File: config.mk
export PLATFORM = sky130hd
export DESIGN_NAME = spi_frame_streamer
export DESIGN_NICKNAME = d
export VERILOG_FILES = /design/src/rtl/spi_frame_pkg.sv /design/src/rtl/spi_word_prefetch.sv /design/src/rtl/spi_frame_streamer.sv
export SDC_FILE = /design/constraint.sdc
export NUM_CORES = 1
export LEC_CHECK = 0
export CORE_MARGIN = 1.5
export CORE_UTILIZATION = 41
export CTS_CLUSTER_DIAMETER = 30
export DETAILED_ROUTE_END_ITERATION = 10
export GPL_ROUTABILITY_DRIVEN = 0
export PLACE_DENSITY_LB_ADDON = 0.2
export SYNTH_ARGS = -nofsm -noshare
export SYNTH_HDL_FRONTEND = slang
export SYNTH_SLANG_ARGS = --single-unit
File: constraint.sdc
create_clock -name clk -period 2.6 [get_ports clk]
set_input_delay 0.52 -clock clk [delete_from_list [all_inputs] [get_ports clk]]
set_output_delay 0.52 -clock clk [all_outputs]
set_load 0.005 [all_outputs]
File: src/rtl/spi_frame_pkg.sv
// Shared definitions for the SPI frame streamer: FSM state encoding,
// default command opcodes and the CRC-8 polynomial with its byte-update helper.
package spi_frame_pkg;

  typedef enum logic [2:0] {
    ST_IDLE  = 3'd0,
    ST_SIZE  = 3'd1,
    ST_FETCH = 3'd2,
    ST_SEND  = 3'd3,
    ST_CRC   = 3'd4,
    ST_DRAIN = 3'd5
  } state_e;

  localparam logic [7:0] CMD_SIZE_DEF  = 8'h7F;
  localparam logic [7:0] CMD_DATA_DEF  = 8'hBF;
  localparam logic [7:0] CMD_ABORT_DEF = 8'h3F;

  localparam logic [7:0] CRC_POLY = 8'h07;

  // CRC-8, MSB first: fold one byte into the running remainder
  function automatic logic [7:0] crc8_byte(input logic [7:0] crc_in, input logic [7:0] data);
    logic [7:0] c;
    c = crc_in ^ data;
    for (int i = 0; i < 8; i++) begin
      if (c[7]) begin
        c = {c[6:0], 1'b0} ^ CRC_POLY;
      end else begin
        c = {c[6:0], 1'b0};
      end
    end
    return c;
  endfunction

endpackage

File: src/rtl/spi_word_prefetch.sv
// SRAM read sequencer with a one-word prefetch register.
// A read is a one-cycle active-low sram_start pulse with sram_addr held;
// the word is captured on the first sram_ready seen after that pulse.
// 'take' consumes the held word and, unless it was the stop word,
// immediately issues the read of the next address.
module spi_word_prefetch
  import spi_frame_pkg::*;
#(
  parameter int ADDR_W     = 16,
  parameter int WORD_BYTES = 2
) (
  input  logic                    clk,
  input  logic                    reset,
  input  logic                    clear,
  input  logic                    start,
  input  logic                    take,
  input  logic [ADDR_W-1:0]       stop_addr,
  input  logic                    sram_ready,
  input  logic [8*WORD_BYTES-1:0] sram_data,
  output logic [ADDR_W-1:0]       sram_addr,
  output logic                    sram_start,
  output logic [8*WORD_BYTES-1:0] word_data,
  output logic                    word_valid,
  output logic                    last
);

  logic [ADDR_W-1:0]       addr_r;
  logic                    start_r;
  logic                    wait_r;
  logic                    valid_r;
  logic [8*WORD_BYTES-1:0] word_r;

  assign sram_addr  = addr_r;
  assign sram_start = start_r;
  assign word_data  = word_r;
  assign word_valid = valid_r;
  // Compared before any increment, so an all-ones stop address never wraps
  assign last       = (addr_r == stop_addr);

  // Request pulse generation, address stepping and word capture
  always_ff @(posedge clk or negedge reset) begin
    if (!reset) begin
      addr_r  <= '0;
      start_r <= 1'b1;
      wait_r  <= 1'b0;
      valid_r <= 1'b0;
      word_r  <= '0;
    end else if (clear) begin
      addr_r  <= '0;
      start_r <= 1'b1;
      wait_r  <= 1'b0;
      valid_r <= 1'b0;
    end else begin
      start_r <= 1'b1;
      if (!start_r) begin
        wait_r <= 1'b1;
      end
      if (start) begin
        addr_r  <= '0;
        start_r <= 1'b0;
      end else if (take) begin
        valid_r <= 1'b0;
        if (!last) begin
          addr_r  <= addr_r + ADDR_W'(1);
          start_r <= 1'b0;
        end
      end
      if (wait_r && sram_ready) begin
        word_r  <= sram_data;
        valid_r <= 1'b1;
        wait_r  <= 1'b0;
      end
    end
  end

endmodule

File: src/rtl/spi_frame_streamer.sv
// SPI frame streamer: answers a size command with a big-endian length header,
// or a data command by streaming SRAM words 0..stop_addr (LSB byte first)
// into an SPI slave core byte by byte.
// Optional: define SPI_FRAME_STREAMER_CRC_EN to append a CRC-8 byte after the
// data and count it in the header length.
module spi_frame_streamer
  import spi_frame_pkg::*;
#(
  parameter int         ADDR_W     = 16,
  parameter int         WORD_BYTES = 2,
  parameter int         SIZE_BYTES = 3,
  parameter logic [7:0] CMD_SIZE   = CMD_SIZE_DEF,
  parameter logic [7:0] CMD_DATA   = CMD_DATA_DEF,
  parameter logic [7:0] CMD_ABORT  = CMD_ABORT_DEF
) (
  input  logic                    clk,
  input  logic                    reset,
  input  logic                    sram_ready,
  input  logic [8*WORD_BYTES-1:0] sram_data,
  input  logic [ADDR_W-1:0]       stop_addr,
  output logic [ADDR_W-1:0]       sram_addr,
  output logic                    sram_start,
  output logic                    sram_rw,
  input  logic                    do_valid,
  input  logic [7:0]              spi_data_in,
  input  logic                    di_req,
  input  logic                    wr_ack,
  output logic [7:0]              spi_data_out,
  output logic                    wren,
  output logic                    busy,
  output logic                    frame_done
);

  localparam int HW = 8 * SIZE_BYTES;
  localparam int DW = 8 * WORD_BYTES;

  state_e            state_r, state_nxt_s;
  logic [ADDR_W-1:0] stop_r;
  logic [HW-1:0]     hdr_r, hdr_calc_s;
  logic [DW-1:0]     sh_r;
  logic [2:0]        cnt_r;
  logic              sh_last_r;
  logic [7:0]        spi_data_out_r;
  logic              wren_r, busy_r, frame_done_r;
`ifdef SPI_FRAME_STREAMER_CRC_EN
  logic [7:0]        crc_r;
`endif

  logic              accept_size_s, accept_data_s, abortable_s, abort_s;
  logic              ack_s, last_byte_s, byte_pend_s, take_s, frame_end_s, pf_clear_s;
  logic [7:0]        byte_s;
  logic [DW-1:0]     pf_word_s;
  logic              pf_valid_s, pf_last_s;

  assign sram_rw      = 1'b1;
  assign spi_data_out = spi_data_out_r;
  assign wren         = wren_r;
  assign busy         = busy_r;
  assign frame_done   = frame_done_r;

  spi_word_prefetch #(
    .ADDR_W     (ADDR_W),
    .WORD_BYTES (WORD_BYTES)
  ) u_prefetch (
    .clk        (clk),
    .reset      (reset),
    .clear      (pf_clear_s),
    .start      (accept_data_s),
    .take       (take_s),
    .stop_addr  (stop_r),
    .sram_ready (sram_ready),
    .sram_data  (sram_data),
    .sram_addr  (sram_addr),
    .sram_start (sram_start),
    .word_data  (pf_word_s),
    .word_valid (pf_valid_s),
    .last       (pf_last_s)
  );

  // Length header computed wide enough that stop_addr = all-ones cannot overflow
  always_comb begin
    hdr_calc_s = (HW'(stop_addr) + HW'(1'b1)) * HW'(WORD_BYTES);
`ifdef SPI_FRAME_STREAMER_CRC_EN
    hdr_calc_s = hdr_calc_s + HW'(1'b1);
`endif
  end

  // State register
  always_ff @(posedge clk or negedge reset) begin
    if (!reset) begin
      state_r <= ST_IDLE;
    end else begin
      state_r <= state_nxt_s;
    end
  end

  // Next-state and per-cycle control decode; abort overrides normal progress
  always_comb begin
    state_nxt_s   = state_r;
    accept_size_s = 1'b0;
    accept_data_s = 1'b0;
    abortable_s   = 1'b0;
    abort_s       = 1'b0;
    byte_s        = 8'h00;
    byte_pend_s   = 1'b0;
    take_s        = 1'b0;
    frame_end_s   = 1'b0;
    ack_s         = wren_r & wr_ack;
    last_byte_s   = (cnt_r == 3'd1);
    case (state_r)
      ST_IDLE: begin
        if (do_valid && (spi_data_in == CMD_SIZE)) begin
          accept_size_s = 1'b1;
          state_nxt_s   = ST_SIZE;
        end else if (do_valid && (spi_data_in == CMD_DATA)) begin
          accept_data_s = 1'b1;
          state_nxt_s   = ST_FETCH;
        end else begin
          state_nxt_s   = ST_IDLE;
        end
      end
      ST_SIZE: begin
        abortable_s = 1'b1;
        byte_s      = hdr_r[HW-1 -: 8];
        byte_pend_s = 1'b1;
        if (ack_s && last_byte_s) begin
          frame_end_s = 1'b1;
          state_nxt_s = ST_IDLE;
        end else begin
          state_nxt_s = ST_SIZE;
        end
      end
      ST_FETCH: begin
        abortable_s = 1'b1;
        if (pf_valid_s) begin
          take_s      = 1'b1;
          state_nxt_s = ST_SEND;
        end else begin
          state_nxt_s = ST_FETCH;
        end
      end
      ST_SEND: begin
        abortable_s = 1'b1;
        byte_s      = sh_r[7:0];
        byte_pend_s = 1'b1;
        if (ack_s && last_byte_s && sh_last_r) begin
`ifdef SPI_FRAME_STREAMER_CRC_EN
          state_nxt_s = ST_CRC;
`else
          frame_end_s = 1'b1;
          state_nxt_s = ST_IDLE;
`endif
        end else if (ack_s && last_byte_s) begin
          state_nxt_s = ST_FETCH;
        end else begin
          state_nxt_s = ST_SEND;
        end
      end
`ifdef SPI_FRAME_STREAMER_CRC_EN
      ST_CRC: begin
        abortable_s = 1'b1;
        byte_s      = crc_r;
        byte_pend_s = 1'b1;
        if (ack_s) begin
          frame_end_s = 1'b1;
          state_nxt_s = ST_IDLE;
        end else begin
          state_nxt_s = ST_CRC;
        end
      end
`endif
      ST_DRAIN: begin
        if (!wren_r || wr_ack) begin
          state_nxt_s = ST_IDLE;
        end else begin
          state_nxt_s = ST_DRAIN;
        end
      end
      default: begin
        state_nxt_s = ST_IDLE;
      end
    endcase
    if (abortable_s && do_valid && (spi_data_in == CMD_ABORT)) begin
      abort_s     = 1'b1;
      take_s      = 1'b0;
      frame_end_s = 1'b0;
      state_nxt_s = ST_DRAIN;
    end else begin
      abort_s     = 1'b0;
    end
    pf_clear_s = abort_s | frame_end_s;
  end

  // Command latch, header shifter and word-to-byte shifter
  always_ff @(posedge clk or negedge reset) begin
    if (!reset) begin
      stop_r    <= '0;
      hdr_r     <= '0;
      sh_r      <= '0;
      cnt_r     <= 3'd0;
      sh_last_r <= 1'b0;
    end else if (accept_size_s) begin
      stop_r    <= stop_addr;
      hdr_r     <= hdr_calc_s;
      cnt_r     <= 3'(SIZE_BYTES);
    end else if (accept_data_s) begin
      stop_r    <= stop_addr;
    end else if (take_s) begin
      sh_r      <= pf_word_s;
      cnt_r     <= 3'(WORD_BYTES);
      sh_last_r <= pf_last_s;
    end else if (ack_s) begin
      hdr_r     <= hdr_r << 8;
      sh_r      <= sh_r >> 8;
      cnt_r     <= cnt_r - 3'd1;
    end
  end

  // SPI byte handshake plus registered busy and frame_done
  always_ff @(posedge clk or negedge reset) begin
    if (!reset) begin
      spi_data_out_r <= 8'h00;
      wren_r         <= 1'b0;
      busy_r         <= 1'b0;
      frame_done_r   <= 1'b0;
    end else begin
      frame_done_r <= frame_end_s;
      busy_r       <= (state_nxt_s != ST_IDLE);
      if (ack_s) begin
        wren_r <= 1'b0;
      end else if (!wren_r && byte_pend_s && di_req && !abort_s) begin
        wren_r         <= 1'b1;
        spi_data_out_r <= byte_s;
      end
    end
  end

`ifdef SPI_FRAME_STREAMER_CRC_EN
  // Running CRC over data bytes as each one is acknowledged
  always_ff @(posedge clk or negedge reset) begin
    if (!reset) begin
      crc_r <= 8'h00;
    end else if (accept_size_s || accept_data_s) begin
      crc_r <= 8'h00;
    end else if (ack_s && (state_r == ST_SEND)) begin
      crc_r <= crc8_byte(crc_r, spi_data_out_r);
    end
  end
`endif

endmodule
== Yosys cells after proc, flatten, opt, wreduce, memory -nomap -nowiden ==
Cells that the tools add are included.
Word-level totals
  register bits after elaboration: 109
  bits of input ports: 46
Cells by class
  reductions and logical operators: 32
  muxes and demuxes: 54
  add/sub/neg operators: 3
  equal/unequal tests: 14
  bitwise logic cells: 6
Operator list (number)
  two-way mux 16 bit: 8
  two-way mux 24 bit: 4
  two-way mux 1 bit: 30
  two-way mux 3 bit: 6
  adder 16 x 1 -> 17 bit, second input constant: 1
  adder 16 x 1 -> 16 bit, second input constant: 1
  equality test 16 bit: 1
  case mux 8 bit (2 select lines): 1
  case mux 3 bit (5 select lines): 1
  nonzero test 3 bit: 4
  logical AND 1 bit: 10
  AND reduction 2 bit: 5
  AND reduction 3 bit: 3
  equality test 8 x 6 -> 1 bit, second input constant: 1
  equality test 8 x 7 -> 1 bit, second input constant: 1
  equality test 8 bit, second input constant: 1
  nonzero test 2 bit: 4
  equality test 3 x 1 -> 1 bit, second input constant: 2
  equality test 3 x 2 -> 1 bit, second input constant: 2
  two-way mux 2 bit: 3
  != test 3 bit, second input constant: 2
  != test 2 bit, second input constant: 2
  inverter 1 bit: 4
  equality test 3 bit, second input constant: 1
  10 further kinds: 11

== Longest topological paths before layout ==
Gate-level depths: netlist of the first run.
  depth in word-level cells: 10
  depth in mapped cells: 8
  mapped depth without buffers: 7

== Modules after synthesis ==
Synthesis of the first run repeated with hierarchy kept, for this count alone.
Second synthesis, totals
  cells, all modules: 486
  area, all modules: 5338.9 µm²
By module, submodules not included
  spi_frame_streamer: instances 1, cells each 325, area each 3549.7 µm²
  spi_word_prefetch: instances 1, cells each 161, area each 1789.2 µm²

== Worst setup path after synthesis of the first run ==
Ideal clock, no wire load.
  kind: input to register
  from: in do_valid
  to: reg u_prefetch.addr_r[10] (netlist: u_prefetch.sram_addr[10])
  setup slack: 0.560 ns
  buffers on the path: 1
  stages: 5
  arrival: 1.914 ns
  library setup time: 0.126 ns
  data required time: 2.474 ns
  cell sequence: nand4_2 -> o41ai_4 -> nor2_2 -> buf_6 -> a221o_1
On the way
  word-level cells in the longest chain between the ends: 6
  elaborated cells between the ends (all ways): 16
Ends and longest elaborated chain
  start: declaration: RTL line spi_frame_streamer.sv:24  | input logic do_valid,
  logical AND 1 bit (on tied branches): RTL line spi_frame_streamer.sv:115, spi_frame_streamer.sv:183
  two-way mux 1 bit or logical AND 1 bit (tied branches): RTL line spi_frame_streamer.sv:115, spi_frame_streamer.sv:183
  two-way mux 1 bit (on tied branches): RTL line spi_frame_streamer.sv:112, spi_frame_streamer.sv:183
  two-way mux 1 bit or bitwise OR 1 bit (tied branches): RTL line spi_frame_streamer.sv:110, spi_frame_streamer.sv:191
  != test 3 bit (no source line), or another cell as far along
  AND reduction 2 bit (no source line) or two-way mux 16 bit (tied branches)
  end signal: assignment: RTL line spi_word_prefetch.sv:64  | addr_r <= addr_r + ADDR_W'(1);
  end: declaration: RTL line spi_word_prefetch.sv:27  | logic [ADDR_W-1:0] addr_r;
Parallel ways exist; a longest one is shown, timed or not.
A chain may end at the register's enable or synchronous reset.

== Worst setup path in the final report of the first run ==
  from: in do_valid
  to: reg u_prefetch.addr_r[14] (netlist: u_prefetch.sram_addr[14])
Same word-level chain as after synthesis.

==> flow_metrics.py, run 1 <==
metrics = {
    "clock_tree": {
        "clk_path_buf_depth": 2,
        "htree_levels": 3,
        "clkLatencyLatePin_ps": 340,
        "cts_buffers": 9,
        "clock_sinks": 108,
        "cts_hold_buf": 0,
        "root_buffer": "clkbuf_16",
        "cts.clk_slew.worst_paths_ps": 70,
        "ctsResizeCount": 0,
        "cts_tree": "done",
        "cts_setup_buffers": 0,
    },
    "timing": {
        "timing.hold.ws_ps": 185,
        "min_period_over_period_pct": 92.6,
        "finClkSkew_ps": 5.63,
        "tightestPinTransition_ps": 736,
        "rsz0062_at_grt": "false",
        "fin_crit_ps": 2410,
        "slew_headroom_pct": 50.9,
        "clock.fmax_ghz": 0.416,
        "hold_viol": 0,
        "finalSetupViolCount": 0,
        "slew_viol_final": 0,
    },
    "detailed_routing": {
        "viasPerCell": 5.41,
        "wl_per_cell_um": 16.8,
        "ant_nets": 0,
        "drc_errors": 0,
        "first_pass_iters": 4,
        "wl_um": 12700,
        "first_iter_violations": 308,
        "dr_total_vias": 4071,
    },
    "grt": {
        "use_met2_pct": 31.1,
        "use_met3_pct": 4.43,
        "grt_pass1_wl_um": 20400,
        "antenna_found_initial": 0,
        "grt-ovfl-total": 0,
        "first_global_vias": 4041,
        "grt.busiest_layer": "met2",
        "use_met1_pct": 26.5,
        "grt_max_degree": 49,
        "track_usage_pct": 19.5,
    },
    "setup_path": {
        "endpoint_kind": "flop",
        "cp_max_fo": 15,
        "path_class": "in2reg",
        "crit_required_ps": 2880,
        "critical_path_arrival_ps": 2690,
        "start_kind": "input port",
    },
    "yosys": {
        "synth_nets": 547,
        "syn_area_um2": 5340,
        "synth.distinct_cells": 53,
        "synth_area_per_cell_um2": 10.7,
        "ys.flop_type": "dfrtp_1",
        "yosysSeqAreaShare_pct": 50.7,
        "yosys_warnings": 0,
        "synth_cells": 497,
        "ys_async_sr_fraction_pct": 100,
        "synth-seq-cells": 108,
        "synth_edf_count": 0,
    },
    "finish": {
        "drive_gt1_share_pct": 15.0,
        "post-route-util_pct": 52.6,
        "area_delta_synth_final_pct": 24.8,
        "nNetsFinal": 626,
        "fin_area_um2": 6660,
        "antenna_cells": 0,
        "fin_cells": 753,
    },
    "die": {
        "fp.dieW_um": 117,
        "start_util_pct": 42.1,
        "die_area_um2": 13700,
        "core_um2": 12700,
        "fp.dieH_um": 117,
        "rows": 41,
        "pin_count": 75,
    },
    "placement": {
        "port_buffers": 73,
        "post-dp-hpwl_um": 9130,
        "numPlacedInstances": 737,
        "place_area_um2": 6360,
    },
    "pwr": {
        "peakVddDrop_v": 0.000354,
        "p_leak_nw": 2.85,
        "powerDensity_nw_per_um2": 749,
        "design_power_total_mw": 4.99,
    },
    "status": {
        "outcome": "finished, final reports clean",
    },
    "flow_run": {
        "drv_cap": 0,
    },
    "hold_path": {
        "hold_class": "in2async",
    },
}
-- layout make-up --
type	instances	area, µm²
clock inverter	7	73.8
tap	172	215
fill	1161	6010
sequential	108	2700
clock buffer	9	225
timing repair buffer	96	951
multi-input combinational	354	2460
inverter	7	26.3
-- final timing paths --
check	startpoint	end	slack [ps]	cells after the start
max in group asynchronous	reset	stop_r[4]$_DFFE_PN0P_	1720	2
setup reg to reg	u_prefetch.sram_addr[13]$_DFFE_PN0P_	u_prefetch.sram_addr[14]$_DFFE_PN0P_	330	5
min in group clk	spi_data_out[6]$_DFFE_PN0P_	spi_data_out[6]$_DFFE_PN0P_	470	2
hold / removal	reset	spi_data_out[4]$_DFFE_PN0P_	190	1
hold reg to reg	spi_data_out[6]$_DFFE_PN0P_	spi_data_out[6]$_DFFE_PN0P_	470	2
setup / recovery	do_valid	u_prefetch.sram_addr[14]$_DFFE_PN0P_	190	6
-- cells in the final DEF (no fill, tap or decap), types with 3 or more instances in the layout --
| cell | Yosys | final |
|---|---|---|
| nand2_1 | 72 | 72 |
| clkbuf_16 | 0 | 9 |
| nand3_1 | 11 | 11 |
| a221o_1 | 13 | 13 |
| nor2_1 | 17 | 17 |
| nor4b_1 | 3 | 3 |
| buf_4 | 2 | 20 |
| ha_1 | 4 | 4 |
| and2_1 | 4 | 4 |
| a21o_1 | 3 | 3 |
| buf_12 | 0 | 4 |
| a22o_1 | 9 | 9 |
| clkdlybuf4s50_1 | 0 | 72 |
| and3_1 | 4 | 4 |
| inv_1 | 7 | 7 |
| xor2_1 | 25 | 25 |
| nor3_1 | 16 | 16 |
| nor4_1 | 11 | 11 |
| a31oi_1 | 10 | 10 |
| o21ai_1 | 4 | 4 |
| mux2_2 | 33 | 33 |
| mux2i_1 | 17 | 17 |
| o31ai_1 | 9 | 9 |
| and4_1 | 7 | 7 |
| o21ai_0 | 25 | 25 |
| dfrtp_1 | 107 | 107 |
| xnor2_1 | 7 | 7 |
| nand4_1 | 14 | 14 |
| nor2b_1 | 4 | 4 |
| a21oi_1 | 4 | 4 |
-- flip-flops by register name, summed over array words and instances, names as in the netlist --
register and flops:
cnt_r 3, u_prefetch.sram_addr 16, u_prefetch.word_data 16, stop_r 16
spi_data_out 8, busy 1, sh_r 16, frame_done 1
state_r 3, hdr_r 23, u_prefetch.word_valid 1, u_prefetch.sram_start 1
sh_last_r 1, wren 1, u_prefetch.wait_r 1
-- worst max-delay path: stages --
cell and delay (ps):
clkdlybuf4s50_1 490, nand4_2 190, nor4_4 480, nor2b_1 130, a21boi_2 600, a221o_1 270
-- Yosys cell counts, types with 2 or more instances --
library cell,count,share of area [%]
nor2_2,2,0.23
xor2_1,25,4.1
a31oi_1,10,1.2
o21ai_1,4,0.38
nor2b_1,4,0.47
inv_1,7,0.49
nand2_1,72,5.1
dfrtp_1,107,50
buf_2,17,1.6
nor4_1,11,1.3
a211oi_1,2,0.28
and3_1,4,0.47
or2_2,2,0.23
nor4b_1,3,0.49
a21oi_1,4,0.38
nand3_1,11,1.0
clkbuf_1,8,0.56
o31ai_1,9,1.3
and4_1,7,1.1
nand2b_1,2,0.23
and2_1,4,0.47
nor3b_1,2,0.28
mux2i_1,17,3.2
ha_1,4,0.94
buf_4,2,0.28
o21ai_0,25,2.3
a21o_1,3,0.42
a221o_1,13,2.4
nor2_1,17,1.2
xnor2_1,7,1.1
a22o_1,9,1.5
nand4_1,14,1.6
or4b_1,2,0.38
mux2_2,33,7.0
nor3_1,16,1.5
-- stage by stage --
stage | setup TNS [ps] | setup slack (ps)
2_1_floorplan | 0 | 560
3_3_place_gp | -1030 | -88.6
3_5_place_dp | -2060 | -156
4_1_cts | 0 | 204
5_1_grt | 0 | 116
6_report | 0 | 193
-- where the power goes --
group          switching, mW  leakage, nW  internal [mW]
clock network          0.626        0.146          0.752
registers              0.271         1.42           2.07
logic                  0.643         1.28          0.631
-- cells by family after synthesis --
kind of cell / after synthesis / synth area share (%)
other: 1 / 0.0703
adders and majority gates: 4 / 0.938
DFF: 108 / 50.7
xor gates and xnor gates: 32 / 5.25
buffers and inverters: 35 / 3.14
muxes: 50 / 10.2
AOI/OAI and AO/OA: 85 / 11.5
and+or+nand+nor: 182 / 18.2
-- layer usage --
metal	up-vias	part of all wire, %
met1	1964	47
met5	-	0
met3	24	4.7
met4	0	2.3
met2	118	46
li1	1965	-
No activity file was read; power rests on OpenSTA's default activity.
==> run 2: changes to the inputs <==
--- a/config.mk
+++ b/config.mk
@@ -9,2 +9,3 @@
 export CORE_UTILIZATION = 41
+export CTS_BUF_LIST = sky130_fd_sc_hd__clkbuf_4
 export CTS_CLUSTER_DIAMETER = 30
==> constraint.sdc (replaced) <==
create_clock -name clk -period 2.06 [get_ports clk]
set_input_delay 0.412 -clock clk [delete_from_list [all_inputs] [get_ports clk]]
set_output_delay 0.412 -clock clk [all_outputs]
set_load 0.01 [all_outputs]
==> run 2 against run 1 <==
Effect of this change: routed wire length increased by 2.5%; cell area is 4.9% higher; sequential power is 25% higher; critical path type is now reg2out; critical endpoint is now sram_addr[14].
==> flow_metrics.py, run 2 (synthesis results as in run 1) <==
metrics = {
    "status": {
        "outcome": "finished, final reports clean",
    },
    "die": {
        "rows": 41,
        "fp.dieH_um": 117,
        "fp.dieW_um": 117,
        "start_util_pct": 42.1,
        "core_um2": 12700,
        "pin_count": 75,
        "die_area_um2": 13700,
    },
    "timing": {
        "min_period_over_period_pct": 96.8,
        "fin_crit_ps": 1990,
        "finalSetupViolCount": 0,
        "finClkSkew_ps": 14.7,
        "clock.fmax_ghz": 0.501,
        "hold_viol": 0,
        "slew_viol_final": 0,
        "fin_tns_setup_ps": 0,
    },
    "finish": {
        "fin_area_um2": 6990,
        "seq_area_um2": 2710,
        "final_common_cell": "dfrtp_1",
        "nFillCells": 1150,
        "regMostFlops": "hdr_r",
        "largest_reg_flops": 23,
        "multiInputGateArea_um2": 2510,
        "nNetsFinal": 677,
        "drive_gt1_share_pct": 22.7,
        "final_cell_mix": "dfrtp_1, nand2_1, clkdlybuf4s50_1",
        "antenna_cells": 0,
        "area_delta_synth_final_pct": 30.9,
    },
    "pwr": {
        "powerDensity_nw_per_um2": 838,
        "clockPowerShare_pct": 18.3,
        "peakVddDrop_v": 0.000344,
        "p_sw_mw": 1.92,
        "p_leak_nw": 3.10,
        "combPwrFrac_pct": 31.7,
        "design_power_total_mw": 5.85,
        "p_int_mw": 3.93,
        "switching_share_pct": 32.9,
        "seqPwrFrac_pct": 50.1,
    },
    "hold_path": {
        "hold_class": "in2async",
    },
    "setup_path": {
        "cp_max_fo": 5,
        "critPathSlowestCell": "clkdlybuf4s50_1",
        "critical_path_arrival_ps": 1580,
        "slowest_delay_ps": 540,
        "r2r_setup_slack_ps": 80,
        "endpoint_kind": "primary output",
        "start_kind": "flop",
        "crit_required_ps": 1650,
        "reg2regPathDepth": 7,
        "path_cells": "buf_4, clkdlybuf4s50_1",
        "r2r-end": "u_prefetch.sram_addr[2]$_DFFE_PN0P_",
        "path_class": "reg2out",
        "r2r-start": "state_r[2]$_DFF_PN0_",
    },
    "grt": {
        "grt_pass1_wl_um": 21000,
        "grt-ovfl-total": 0,
        "first_global_vias": 4184,
        "antenna_found_initial": 0,
        "grt_max_degree": 44,
        "track_usage_pct": 20.0,
    },
    "clock_tree": {
        "cts.clk_slew.worst_paths_ps": 160,
        "root_buffer": "clkbuf_4",
        "cts_buffers": 9,
        "clock_sinks": 108,
        "htree_levels": 3,
        "clkLatencyLatePin_ps": 470,
        "clk_path_buf_depth": 2,
        "cts_tree": "done",
    },
    "detailed_routing": {
        "first_iter_violations": 280,
        "wl_per_cell_um": 16.2,
        "first_pass_iters": 6,
        "ant_nets": 0,
        "dr_total_vias": 4223,
        "viasPerCell": 5.26,
        "drc_errors": 0,
        "wl_um": 13000,
    },
    "placement": {
        "place_area_um2": 6710,
        "port_buffers": 73,
        "post-dp-hpwl_um": 9540,
    },
    "flow_run": {
        "drv_cap": 0,
    },
}
## run 2: worst max path at each step
stage                                         startpoint                                   end  slack, ps  cells past startpoint
floorplan            u_prefetch.sram_addr[2]$_DFFE_PN0P_  u_prefetch.sram_addr[10]$_DFFE_PN0P_         50                      8
global placement                                do_valid   u_prefetch.sram_addr[0]$_DFFE_PN0P_       -500                      6
detailed placement                              do_valid   u_prefetch.sram_addr[0]$_DFFE_PN0P_       -570                      6
CTS                 u_prefetch.sram_addr[12]$_DFFE_PN0P_                         sram_addr[12]          4                      2
global route                        state_r[1]$_DFF_PN0_           spi_data_out[3]$_DFFE_PN0P_         -6                      6
finish              u_prefetch.sram_addr[14]$_DFFE_PN0P_                         sram_addr[14]         70                      2
## run 2: power groups by stage
| stage | sequential, mW | clock (mW) | combinational [mW] |
|---|---|---|---|
| floorplan | 2.89 | 0 | 1.05 |
| global placement | 2.97 | 0 | 1.73 |
| detailed placement | 2.97 | 0 | 1.77 |
| CTS | 2.93 | 1.11 | 1.81 |
| global route | 2.98 | 1.16 | 2.05 |
| finish | 2.93 | 1.07 | 1.85 |
## run 2: final cells by class
| class | count | share of cell area (%) |
|---|---|---|
| Clock buffer | 9 | 0.967 |
| Clock inverter | 6 | 0.931 |
| Inverter | 7 | 0.376 |
| Multi-Input combinational cell | 354 | 35.9 |
| Sequential cell | 108 | 38.7 |
| Tap cell | 172 | 3.08 |
| Timing Repair Buffer | 147 | 20.0 |
## run 2: critical path: cells and delay by family, from the launching register on
family,cells,cell delay (ps)
buffers and inverters,2,690
flip-flops,1,420
## run 2: routing by layer
layer | vias up | global-route usage, % | share of wire [%]
li1 | 2066 | - | -
met2 | 90 | 33.2 | 48
met3 | 18 | 3.55 | 3.5
met1 | 2049 | 26.8 | 47
met5 | - | 0 | 0
met4 | 0 | 6.35 | 1.4
## run 2: through the flow
| step | worst slack (ps) | util [%] | hold WS [ps] | std cells |
|---|---|---|---|---|
| 6_report | 65.8 | 55.1 | 396 | 803 |
| 5_1_grt | -5.68 | 55.1 | 435 | 803 |
| 4_1_cts | 3.99 | 54.4 | 376 | 797 |
| 3_5_place_dp | -573 | 53.0 | 385 | 779 |
| 3_3_place_gp | -497 | 53.0 | 380 | 779 |
| 2_1_floorplan | 53.1 | - | 116 | 497 |
## run 2: repair_timing
item	in CTS	in global routing
hold buffers	1	0
buffers inserted	2	6
pin swaps	1	3
resized for setup	2	12
endpoints found under the hold margin	30	0
endpoints found under the setup margin	19	29
